[src/rtl/viterbi_traceback_ctrl_if.sv]
// Stream interface between the ACS stage, the traceback controller and the
// downstream bit consumer.
//   in_valid/in_ready/in_dec/in_last    : survivor decision vectors, one per trellis step
//   out_valid/out_ready/out_bit/out_last : decoded message bits, forward order
// The slave modport is the controller; the master modport is its environment.
interface viterbi_traceback_ctrl_if #(
   parameter int M = 2
);
   logic              in_valid;
   logic              in_ready;
   logic [2**M-1:0]   in_dec;
   logic              in_last;
   logic              out_valid;
   logic              out_ready;
   logic              out_bit;
   logic              out_last;

   modport master (
      output in_valid, in_dec, in_last, out_ready,
      input  in_ready, out_valid, out_bit, out_last
   );

   modport slave (
      input  in_valid, in_dec, in_last, out_ready,
      output in_ready, out_valid, out_bit, out_last
   );
endinterface

[src/rtl/viterbi_traceback_ctrl.sv]
// Frame-based Viterbi traceback controller.
// Stores one survivor decision vector per trellis step, then, after the tail
// step of the frame, traces back from state 0 and emits the decoded message
// bits (tail bits dropped) in forward order on a valid/ready stream.
// Ports:
//   clk   : rising-edge clock
//   reset : asynchronous active-low reset
//   strm  : decision input stream and decoded-bit output stream (slave side)
//   busy  : high while tracing back or emitting
//   err   : sticky frame error (overlong frame without tail, or frame too
//           short to carry a message); cleared by the next frame's first beat
module viterbi_traceback_ctrl #(
   parameter int M       = 2,
   parameter int MAX_LEN = 64
) (
   input  logic                       clk,
   input  logic                       reset,
   viterbi_traceback_ctrl_if.slave    strm,
   output logic                       busy,
   output logic                       err
);
   localparam int NS = 2**M;
   localparam int IW = $clog2(MAX_LEN);
   localparam int LW = $clog2(MAX_LEN + 1);

   typedef enum logic [1:0] {S_IDLE, S_WRITE, S_TRACE, S_EMIT} state_t;

   state_t            state_q, state_d;
   logic [LW-1:0]     len_q, len_d;
   logic [IW-1:0]     idx_q, idx_d;
   logic [IW-1:0]     ecnt_q, ecnt_d;
   logic [M-1:0]      tstate_q, tstate_d;
   logic              in_ready_q, in_ready_d;
   logic              out_valid_q, out_valid_d;
   logic              out_bit_q, out_bit_d;
   logic              out_last_q, out_last_d;
   logic              err_q, err_d;

   // Survivor memory and traced-back bits: pure data, never reset.
   logic [NS-1:0]     mem_q [MAX_LEN];
   logic [MAX_LEN-1:0] bits_q;

   logic              accept;
   logic              dec_bit;
   logic [LW-1:0]     last_msg;

   assign accept   = strm.in_valid & in_ready_q;
   assign dec_bit  = mem_q[idx_q][tstate_q];
   // Index of the final message bit (tail bits are never emitted).
   assign last_msg = len_q - LW'(M + 1);

   always_ff @(posedge clk) begin
      if (accept)
         mem_q[len_q[IW-1:0]] <= strm.in_dec;
      if (state_q == S_TRACE)
         bits_q[idx_q] <= tstate_q[M-1];
   end

   always_ff @(posedge clk or negedge reset) begin
      if (!reset) begin
         state_q     <= S_IDLE;
         len_q       <= '0;
         idx_q       <= '0;
         ecnt_q      <= '0;
         tstate_q    <= '0;
         in_ready_q  <= 1'b0;
         out_valid_q <= 1'b0;
         out_bit_q   <= 1'b0;
         out_last_q  <= 1'b0;
         err_q       <= 1'b0;
      end else begin
         state_q     <= state_d;
         len_q       <= len_d;
         idx_q       <= idx_d;
         ecnt_q      <= ecnt_d;
         tstate_q    <= tstate_d;
         in_ready_q  <= in_ready_d;
         out_valid_q <= out_valid_d;
         out_bit_q   <= out_bit_d;
         out_last_q  <= out_last_d;
         err_q       <= err_d;
      end
   end

   always_comb begin
      state_d     = state_q;
      len_d       = len_q;
      idx_d       = idx_q;
      ecnt_d      = ecnt_q;
      tstate_d    = tstate_q;
      in_ready_d  = in_ready_q;
      out_valid_d = out_valid_q;
      out_bit_d   = out_bit_q;
      out_last_d  = out_last_q;
      err_d       = err_q;
      case (state_q)
         S_IDLE, S_WRITE: begin
            // in_ready comes up on the first clock after reset release.
            in_ready_d = 1'b1;
            if (accept) begin
               len_d = len_q + LW'(1);
               if (state_q == S_IDLE) begin
                  err_d   = 1'b0;
                  state_d = S_WRITE;
               end
               if (strm.in_last || (len_q == LW'(MAX_LEN - 1))) begin
                  state_d    = S_TRACE;
                  in_ready_d = 1'b0;
                  idx_d      = len_q[IW-1:0];
                  tstate_d   = '0;
                  if (!strm.in_last)
                     err_d = 1'b1;
               end
            end
         end
         S_TRACE: begin
            // Bit for this step is the state MSB; the decision selects the
            // predecessor state.
            tstate_d = {tstate_q[M-2:0], dec_bit};
            idx_d    = idx_q - IW'(1);
            if (idx_q == '0) begin
               if (len_q <= LW'(M)) begin
                  state_d    = S_IDLE;
                  err_d      = 1'b1;
                  len_d      = '0;
                  in_ready_d = 1'b1;
               end else begin
                  // bit[0] is being written this cycle, so present it directly.
                  state_d     = S_EMIT;
                  out_valid_d = 1'b1;
                  out_bit_d   = tstate_q[M-1];
                  out_last_d  = (len_q == LW'(M + 1));
                  ecnt_d      = '0;
               end
            end
         end
         S_EMIT: begin
            if (out_valid_q && strm.out_ready) begin
               if (out_last_q) begin
                  state_d     = S_IDLE;
                  out_valid_d = 1'b0;
                  out_last_d  = 1'b0;
                  len_d       = '0;
                  in_ready_d  = 1'b1;
               end else begin
                  ecnt_d     = ecnt_q + IW'(1);
                  out_bit_d  = bits_q[ecnt_q + IW'(1)];
                  out_last_d = ((LW'(ecnt_q) + LW'(1)) == last_msg);
               end
            end
         end
         default: state_d = S_IDLE;
      endcase
   end

   assign strm.in_ready  = in_ready_q;
   assign strm.out_valid = out_valid_q;
   assign strm.out_bit   = out_bit_q;
   assign strm.out_last  = out_last_q;
   assign busy           = (state_q == S_TRACE) || (state_q == S_EMIT);
   assign err            = err_q;
endmodule

[src/flat_wrapper.sv]
// flat-port wrapper written by rule: the top's interface ports become plain ports
module viterbi_traceback_ctrl_flat 
#(
   parameter int M       = 2,
   parameter int MAX_LEN = 64
)
  (clk, reset, busy, err, strm_in_valid, strm_in_dec, strm_in_last, strm_out_ready, strm_in_ready, strm_out_valid, strm_out_bit, strm_out_last);
  viterbi_traceback_ctrl_if #(.M(M)) strm_i ();
  input  logic clk;
  input  logic reset;
  output logic busy;
  output logic err;
  input wire logic [$bits(strm_i.in_valid)-1:0] strm_in_valid;
  input wire logic [$bits(strm_i.in_dec)-1:0] strm_in_dec;
  input wire logic [$bits(strm_i.in_last)-1:0] strm_in_last;
  input wire logic [$bits(strm_i.out_ready)-1:0] strm_out_ready;
  output wire logic [$bits(strm_i.in_ready)-1:0] strm_in_ready;
  output wire logic [$bits(strm_i.out_valid)-1:0] strm_out_valid;
  output wire logic [$bits(strm_i.out_bit)-1:0] strm_out_bit;
  output wire logic [$bits(strm_i.out_last)-1:0] strm_out_last;
  assign strm_i.in_valid = strm_in_valid;
  assign strm_i.in_dec = strm_in_dec;
  assign strm_i.in_last = strm_in_last;
  assign strm_i.out_ready = strm_out_ready;
  assign strm_in_ready = strm_i.in_ready;
  assign strm_out_valid = strm_i.out_valid;
  assign strm_out_bit = strm_i.out_bit;
  assign strm_out_last = strm_i.out_last;
  viterbi_traceback_ctrl #(.M(M), .MAX_LEN(MAX_LEN)) u_core (.clk(clk), .reset(reset), .strm(strm_i), .busy(busy), .err(err));
endmodule
[config.mk]
export PLATFORM = sky130hd
export DESIGN_NAME = viterbi_traceback_ctrl_flat
export DESIGN_NICKNAME = d
export VERILOG_FILES = /design/src/rtl/viterbi_traceback_ctrl_if.sv /design/src/rtl/viterbi_traceback_ctrl.sv /design/src/flat_wrapper.sv
export SDC_FILE = /design/constraint.sdc
export NUM_CORES = 1
export LEC_CHECK = 0
export BUFFER_PORTS_ARGS = -buffer_cell sky130_fd_sc_hd__buf_4
export CORE_MARGIN = 3
export CORE_UTILIZATION = 46
export DETAILED_ROUTE_END_ITERATION = 6
export HOLD_SLACK_MARGIN = 0.15
export PLACE_DENSITY = 0.7
export SLEW_MARGIN = 20
export SYNTH_ARGS = -nofsm -noshare
export SYNTH_HDL_FRONTEND = slang
export SYNTH_SLANG_ARGS = --single-unit
[constraint.sdc]
create_clock -name clk -period 6.6 [get_ports clk]
set_input_delay 0.66 -clock clk [delete_from_list [all_inputs] [get_ports clk]]
set_output_delay 0.66 -clock clk [all_outputs]
set_load 0.03 [all_outputs]
Word-level counts from Yosys, hierarchy flattened
Memories as Yosys holds them, arrays and structs flattened.
Index checks and enable logic that the tools add are counted.
{"block": "classes", "addsub": 5, "multipliers": 0, "div": 0, "magnitude_cmp": 5, "n_eq_ne": 15, "shift": 0, "mux": 61, "bitwise_logic": 1, "reduce_logical": 17}
{"cell": "bitwise mux 64 bit", "n": 1}
{"cell": "two-way mux 6 bit", "n": 6}
{"cell": "two-way mux 7 bit", "n": 5}
{"cell": "two-way mux 1 bit", "n": 27}
{"cell": "one-hot mux 6 bit (2 select lines)", "n": 2}
{"cell": "one-hot mux 7 bit (3 select lines)", "n": 1}
{"cell": "AND reduction 5 bit", "n": 4}
{"cell": "two-way mux 2 bit", "n": 9}
{"cell": "less-than comparator 6 x 7 -> 1 bit (second input constant)", "n": 2}
{"cell": "AND reduction 4 bit", "n": 3}
{"cell": "inequality test 2 x 1 -> 1 bit (second input constant)", "n": 4}
{"cell": "inequality test 2 bit (second input constant)", "n": 4}
{"cell": "one-hot mux 1 bit (2 select lines)", "n": 4}
{"cell": "adder 6 x 1 -> 7 bit (second input constant)", "n": 1}
{"cell": "adder 7 x 1 -> 7 bit (second input constant)", "n": 1}
{"cell": "== test 7 x 2 -> 1 bit (second input constant)", "n": 1}
{"cell": "== test 7 x 6 -> 1 bit (second input constant)", "n": 1}
{"cell": "== test 7 bit", "n": 1}
{"cell": "<= comparator 7 x 2 -> 1 bit (second input constant)", "n": 1}
{"cell": "subtractor 7 x 2 -> 7 bit (second input constant)", "n": 1}
{"cell": "adder 6 x 1 -> 6 bit (second input constant)", "n": 1}
{"cell": "binary-select mux 1 bit (select 6 bit)", "n": 1}
{"cell": "demux 1 bit (select 6 bit)", "n": 1}
{"cell": ">= comparator 6 x 1 -> 1 bit (second input constant)", "n": 1}
{"cell": "17 further kinds", "n": 21}
{"block": "totals", "ff_bits": 92, "latchBits": 0, "mem_bits_rw": 256, "romBits": 0, "input_bits": 9, "output_inout_bits": 6, "wordCells": 116, "memories": 1}
{"name": "u_core.mem_q", "depth": 64, "width": 4, "read_ports": 1, "rd_ports_with_merged_regs": 0, "write_ports": 1, "line": "viterbi_traceback_ctrl.sv:40", "rtl": "logic [NS-1:0] mem_q [MAX_LEN];"}

Depth between registers and ports, before layout
{"block": "logic_depth", "word_depth": 6, "ltp_mapped": 12, "depth_no_buf": 9}

Worst setup path after synthesis
OpenSTA, ideal clock, no wires.
{"block": "synth_path", "path_type": "register to register", "from": "reg u_core.idx_q[0]", "to": "reg u_core.ecnt_q[2]", "setup_ns": 0.121, "arrival_ns": 2.632, "required_ns": 6.479, "slack_ns": 3.847, "path_stages_with_launch": 12, "period_less_slack_ns": 2.753, "cell_sequence": "dfrtp_1 -> buf_2 -> buf_2 -> inv_1 -> clkbuf_1 -> ha_1 -> nand2b_1 -> o311a_4 -> or3_1 -> o21a_2 -> o21bai_1 -> a22o_1"}
{"block": "synth_via", "elab_chain_cells": 3}
{"element": "start, declared", "line": "viterbi_traceback_ctrl.sv:30", "rtl": "logic [IW-1:0] idx_q, idx_d;"}
{"element": "start signal, assigned", "line": "viterbi_traceback_ctrl.sv:74", "rtl": "idx_q <= idx_d;"}
{"element": "zero test 6 bit", "line": "viterbi_traceback_ctrl.sv:121", "rtl": "if (idx_q == '0) begin"}
{"element": "inequality test 2 bit (no line)"}
{"element": "AND reduction 5 bit (no line)"}
{"element": "end signal, assigned", "line": "viterbi_traceback_ctrl.sv:75", "rtl": "ecnt_q <= ecnt_d;"}
{"element": "end, declared", "line": "viterbi_traceback_ctrl.sv:31", "rtl": "logic [IW-1:0] ecnt_q, ecnt_d;"}
No other way between the ends.
A chain may end at the register's enable or synchronous reset.

Worst setup path after layout
{"block": "layout_path", "from": "reg u_core.idx_q[0]", "to": "reg u_core.tstate_q[0]"}
{"block": "layout_via", "elab_chain_cells": 4}
{"element": "memory (64 x 4 bit)"}
{"element": "binary-select mux 1 bit (select 2 bit)", "line": "viterbi_traceback_ctrl.sv:48", "rtl": "assign dec_bit = mem_q[idx_q][tstate_q];"}
{"element": "two-way mux 1 bit (implied by the code)", "line": "viterbi_traceback_ctrl.sv:48"}
{"element": "one-hot mux 2 bit (2 select lines)", "line": "viterbi_traceback_ctrl.sv:96", "rtl": "case (state_q)"}
{"element": "end signal, assigned", "line": "viterbi_traceback_ctrl.sv:76", "rtl": "tstate_q <= tstate_d;"}
{"element": "end, declared", "line": "viterbi_traceback_ctrl.sv:32", "rtl": "logic [M-1:0] tstate_q, tstate_d;"}
No other way between the ends. The select of a mux whose other input is x is not followed.

==> parameters.txt <==
Parameter                              Value

Timing
  Tmin final ... 3.39 ns
  Share of the clock period used by the worst path ... 51.3%
  Slew of the pin with the lowest slew margin ... 1.12 ns
  Fin Clk Skew ... 0.0170 ns
  Max_slew headroom ... 25.2%
  Count of endpoints failing hold in the final timing report ... 0
  Number of endpoints failing setup at the final stage ... 0
  Worst Slack Setup Final ... 3.21 ns
  Final-report max-slew violation count ... 0
  Setup total negative slack ... 0 ns
  Setup repair after global routing missed its margin ... false
  Max Freq ... 295 MHz

Cells and area
  Proportion of layout cells with a drive suffix above 1 ... 15.2%
  Number of nets in the layout ... 1039
  Core utilization of the finished layout ... 52.1%
  Area Growth Syn to Fin ... 11.2%
  Antenna cells ... 0

Synthesis
  Post-synth EDFFs ... 320
  Unique masters post-synth ... 70
  Summed instance area of the synthesized netlist ... 0.0148 mm^2
  Most common flop cell mapped by yosys ... sky130_fd_sc_hd__edfxtp_1
  Average instance area after synthesis ... 14.4 um^2
  Sequential element share of the synthesized area ... 69.5%
  Post-synth top cells ... sky130_fd_sc_hd__edfxtp_1 (320), sky130_fd_sc_hd__nor2_1 (172), sky130_fd_sc_hd__nand2_1 (49)
  Area share of the largest cell type after synthesis ... 64.8%
  Cell count after synthesis ... 1029
  Fraction of registers with async set or reset after synthesis ... 8.05%
  Yosys warns ... 0
  Dominant cells by area after synthesis ... sky130_fd_sc_hd__edfxtp_1 (65%), sky130_fd_sc_hd__dfrtp_1 (4.7%), sky130_fd_sc_hd__nor2_1 (4.4%), sky130_fd_sc_hd__mux4_2 (3.6%), sky130_fd_sc_hd__mux2_2 (3.0%)
  Cell with the most instances after synthesis ... sky130_fd_sc_hd__edfxtp_1
  Mapped Nets ... 1043
  Yosys top cell by area ... sky130_fd_sc_hd__edfxtp_1
  Post-synthesis register bit count ... 348

Detailed routing
  Router iterations before antenna repair ... 5
  DRC errors left ... 0
  Routed vias ... 9265
  ANT nets after route ... 0
  Iteration-0 DRC Markers ... 1274
  Vias/cell ... 6.36
  Average wire per cell in the routed design ... 25.7 um
  Total length of routed wires ... 37.5 mm

Worst setup path
  Worst Path Arrival ... 3.81 ns
  Worst Path Class, Setup ... flop to flop
  Startpoint class of the critical path ... flop
  Data required time at the worst endpoint ... 7.02 ns
  Maximum fanout count along the critical path ... 44
  Category of the worst setup path capture point ... flop

Floorplanning
  Placeable core area ... 0.0316 mm^2
  Floorplan die height ... 186 um
  I/O pins ... 15
  Floorplan die area ... 0.0344 mm^2
  Initial standard-cell utilization of the core ... 46.9%
  Die width ... 186 um
  Number of rows in the core area ... 65

Clock network
  H-Tree Depth ... 2
  Clock edge transition at the registers on the reported setup and hold paths ... 0.06 ns
  Clock tree from TritonCTS ... built
  Postcts setup bufs ... 0
  Number of buffers inserted by hold repair at cts ... 1
  Clock latency on the worst-skew pair ... 0.54 ns
  Root cell of the clock tree ... sky130_fd_sc_hd__clkbuf_16
  Number of clock sinks ... 348
  Gates resized, CTS repair ... 0
  CTS Buf Count ... 37
  Clock buffer depth ... 3

GRT
  Busiest layer in global routing ... met2
  Overall track demand over capacity in global routing ... 22.0%
  Met1 Use GR ... 30.7%
  Via count of the first global-routing pass ... 9101
  Global-route wire length before repair ... 56.9 mm
  Global routing usage on met2 ... 35.0%
  Met3 Track Usage GR ... 3.42%
  Antenna violations before repair ... 0
  Largest net degree at the start of global routing ... 70
  Overall overflow remaining after global route ... 0

Placement
  Worst setup timing slack at the placement stage ... 3.24 ns
  IO Port Bufs ... 14
  Final weighted congestion in routability-driven placement ... 0.939
  Post-detail-place hpwl ... 22.7 mm

Job
  Number of max-cap violations ... 0

Pwr
  Power per cell area ... 417 mW/mm^2
  Leakage ... 0.00530 uW
  Maximum vdd ir drop ... 0.280 mV

Min path
  Worst min-delay path category ... input port to flop

Run status
  Result of the run ... completed
==> state kept, by name, indices dropped and copies added (netlist names) <==
name and count:
u_core.tstate_q 2, u_core.idx_q 6, u_core.bits_q 64, u_core.len_q 7, u_core.err 1, u_core.strm.out_bit 1
u_core.strm.in_ready 1, u_core.strm.out_last 1, u_core.mem_q 256, u_core.state_q 2, u_core.ecnt_q 6, u_core.strm.out_valid 1
==> stage by stage <==
stage | area, um^2 | power (uW) | hold slack (ns) | cells
2_1_floorplan | 14800 | 4150 | 0.364 | 1029
3_3_place_gp | 15200 | 4760 | 0.512 | 1387
3_5_place_dp | 15300 | 4790 | 0.522 | 1387
4_1_cts | 16500 | 6880 | 0.498 | 1456
5_1_grt | 16500 | 7160 | 0.571 | 1456
6_report | 16500 | 6880 | 0.510 | 1456
==> power by group <==
| part | leakage (uW) | switching [uW] | internal (uW) | total [uW] |
|---|---|---|---|---|
| sequential | 0.00324 | 238 | 2550 | 2780 |
| combinational | 0.00146 | 1240 | 761 | 2000 |
| clock | 0.000606 | 871 | 1220 | 2100 |
==> per-layer routing <==
layer	wire, um	vias to the layer above
li1	-	3986
met1	14900	4640
met2	17800	541
met3	3190	98
met4	1620	0
met5	0	-
==> worst paths after layout <==
check / start / end / slack [ns] / depth (start not counted)
max in group asynchronous: reset / u_core.idx_q[0]$_DFFE_PN0P_ / 5.69 / 2
min in group asynchronous: reset / u_core.ecnt_q[1]$_DFFE_PN0P_ / 0.60 / 2
worst max register to register: u_core.idx_q[0]$_DFFE_PN0P_ / u_core.tstate_q[0]$_DFFE_PN0P_ / 3.21 / 6
worst max-delay path: u_core.idx_q[0]$_DFFE_PN0P_ / u_core.tstate_q[0]$_DFFE_PN0P_ / 3.21 / 6
worst min-delay path: strm_in_last / u_core.err$_DFFE_PN0P_ / 0.51 / 4
worst min register to register: u_core.ecnt_q[5]$_DFFE_PN0P_ / u_core.ecnt_q[5]$_DFFE_PN0P_ / 0.53 / 2
==> layout by cell type, fill, tap and decap left out, types with 6 or more instances in the layout <==
cell type	count
sky130_fd_sc_hd__nand3_1	24
sky130_fd_sc_hd__a221oi_1	35
sky130_fd_sc_hd__nor3_1	10
sky130_fd_sc_hd__buf_4	25
sky130_fd_sc_hd__mux4_2	24
sky130_fd_sc_hd__mux2_2	40
sky130_fd_sc_hd__a21oi_1	24
sky130_fd_sc_hd__and2_1	6
sky130_fd_sc_hd__nand2_1	49
sky130_fd_sc_hd__o21ai_0	28
sky130_fd_sc_hd__a22oi_1	20
sky130_fd_sc_hd__nor2b_1	10
sky130_fd_sc_hd__or3_1	7
sky130_fd_sc_hd__xnor2_1	11
sky130_fd_sc_hd__clkinv_1	6
sky130_fd_sc_hd__a22o_1	6
sky130_fd_sc_hd__nor2_1	172
sky130_fd_sc_hd__mux2i_1	26
sky130_fd_sc_hd__clkbuf_16	38
sky130_fd_sc_hd__dfrtp_1	25
sky130_fd_sc_hd__clkinv_2	10
sky130_fd_sc_hd__and3_1	7
sky130_fd_sc_hd__a221o_1	9
sky130_fd_sc_hd__inv_1	9
sky130_fd_sc_hd__o211ai_1	6
sky130_fd_sc_hd__edfxtp_1	320
sky130_fd_sc_hd__xor2_1	8
==> worst max-delay path, stage by stage (launching register included) <==
cell and delay (ns):
sky130_fd_sc_hd__dfrtp_4 0.84, sky130_fd_sc_hd__buf_4 0.66, sky130_fd_sc_hd__mux4_2 0.58, sky130_fd_sc_hd__mux2i_1 0.27, sky130_fd_sc_hd__o221ai_1 0.16, sky130_fd_sc_hd__or4_1 0.51
sky130_fd_sc_hd__and4_1 0.21
==> cell type report <==
class	instances	area, um^2
sequential	348	10300
multi-input combinational	603	4220
clock buffer	43	970
timing repair buffer	26	198
inverter	9	33.8
fill	2558	15100
clock inverter	25	256
tap	402	503
==> kinds of logic after synthesis <==
group / count (synthesis) / share of synthesized area (%)
multiplexers: 90 / 8.43
AND/OR/NAND/NOR: 307 / 9.12
AO/OA/AOI/OAI: 181 / 9.21
flip-flops: 348 / 69.5
XOR/XNOR: 20 / 1.18
buffers and inverters: 78 / 2.16
adder cells (fa/ha/maj): 5 / 0.422
Power figures use the tool's default switching activity.
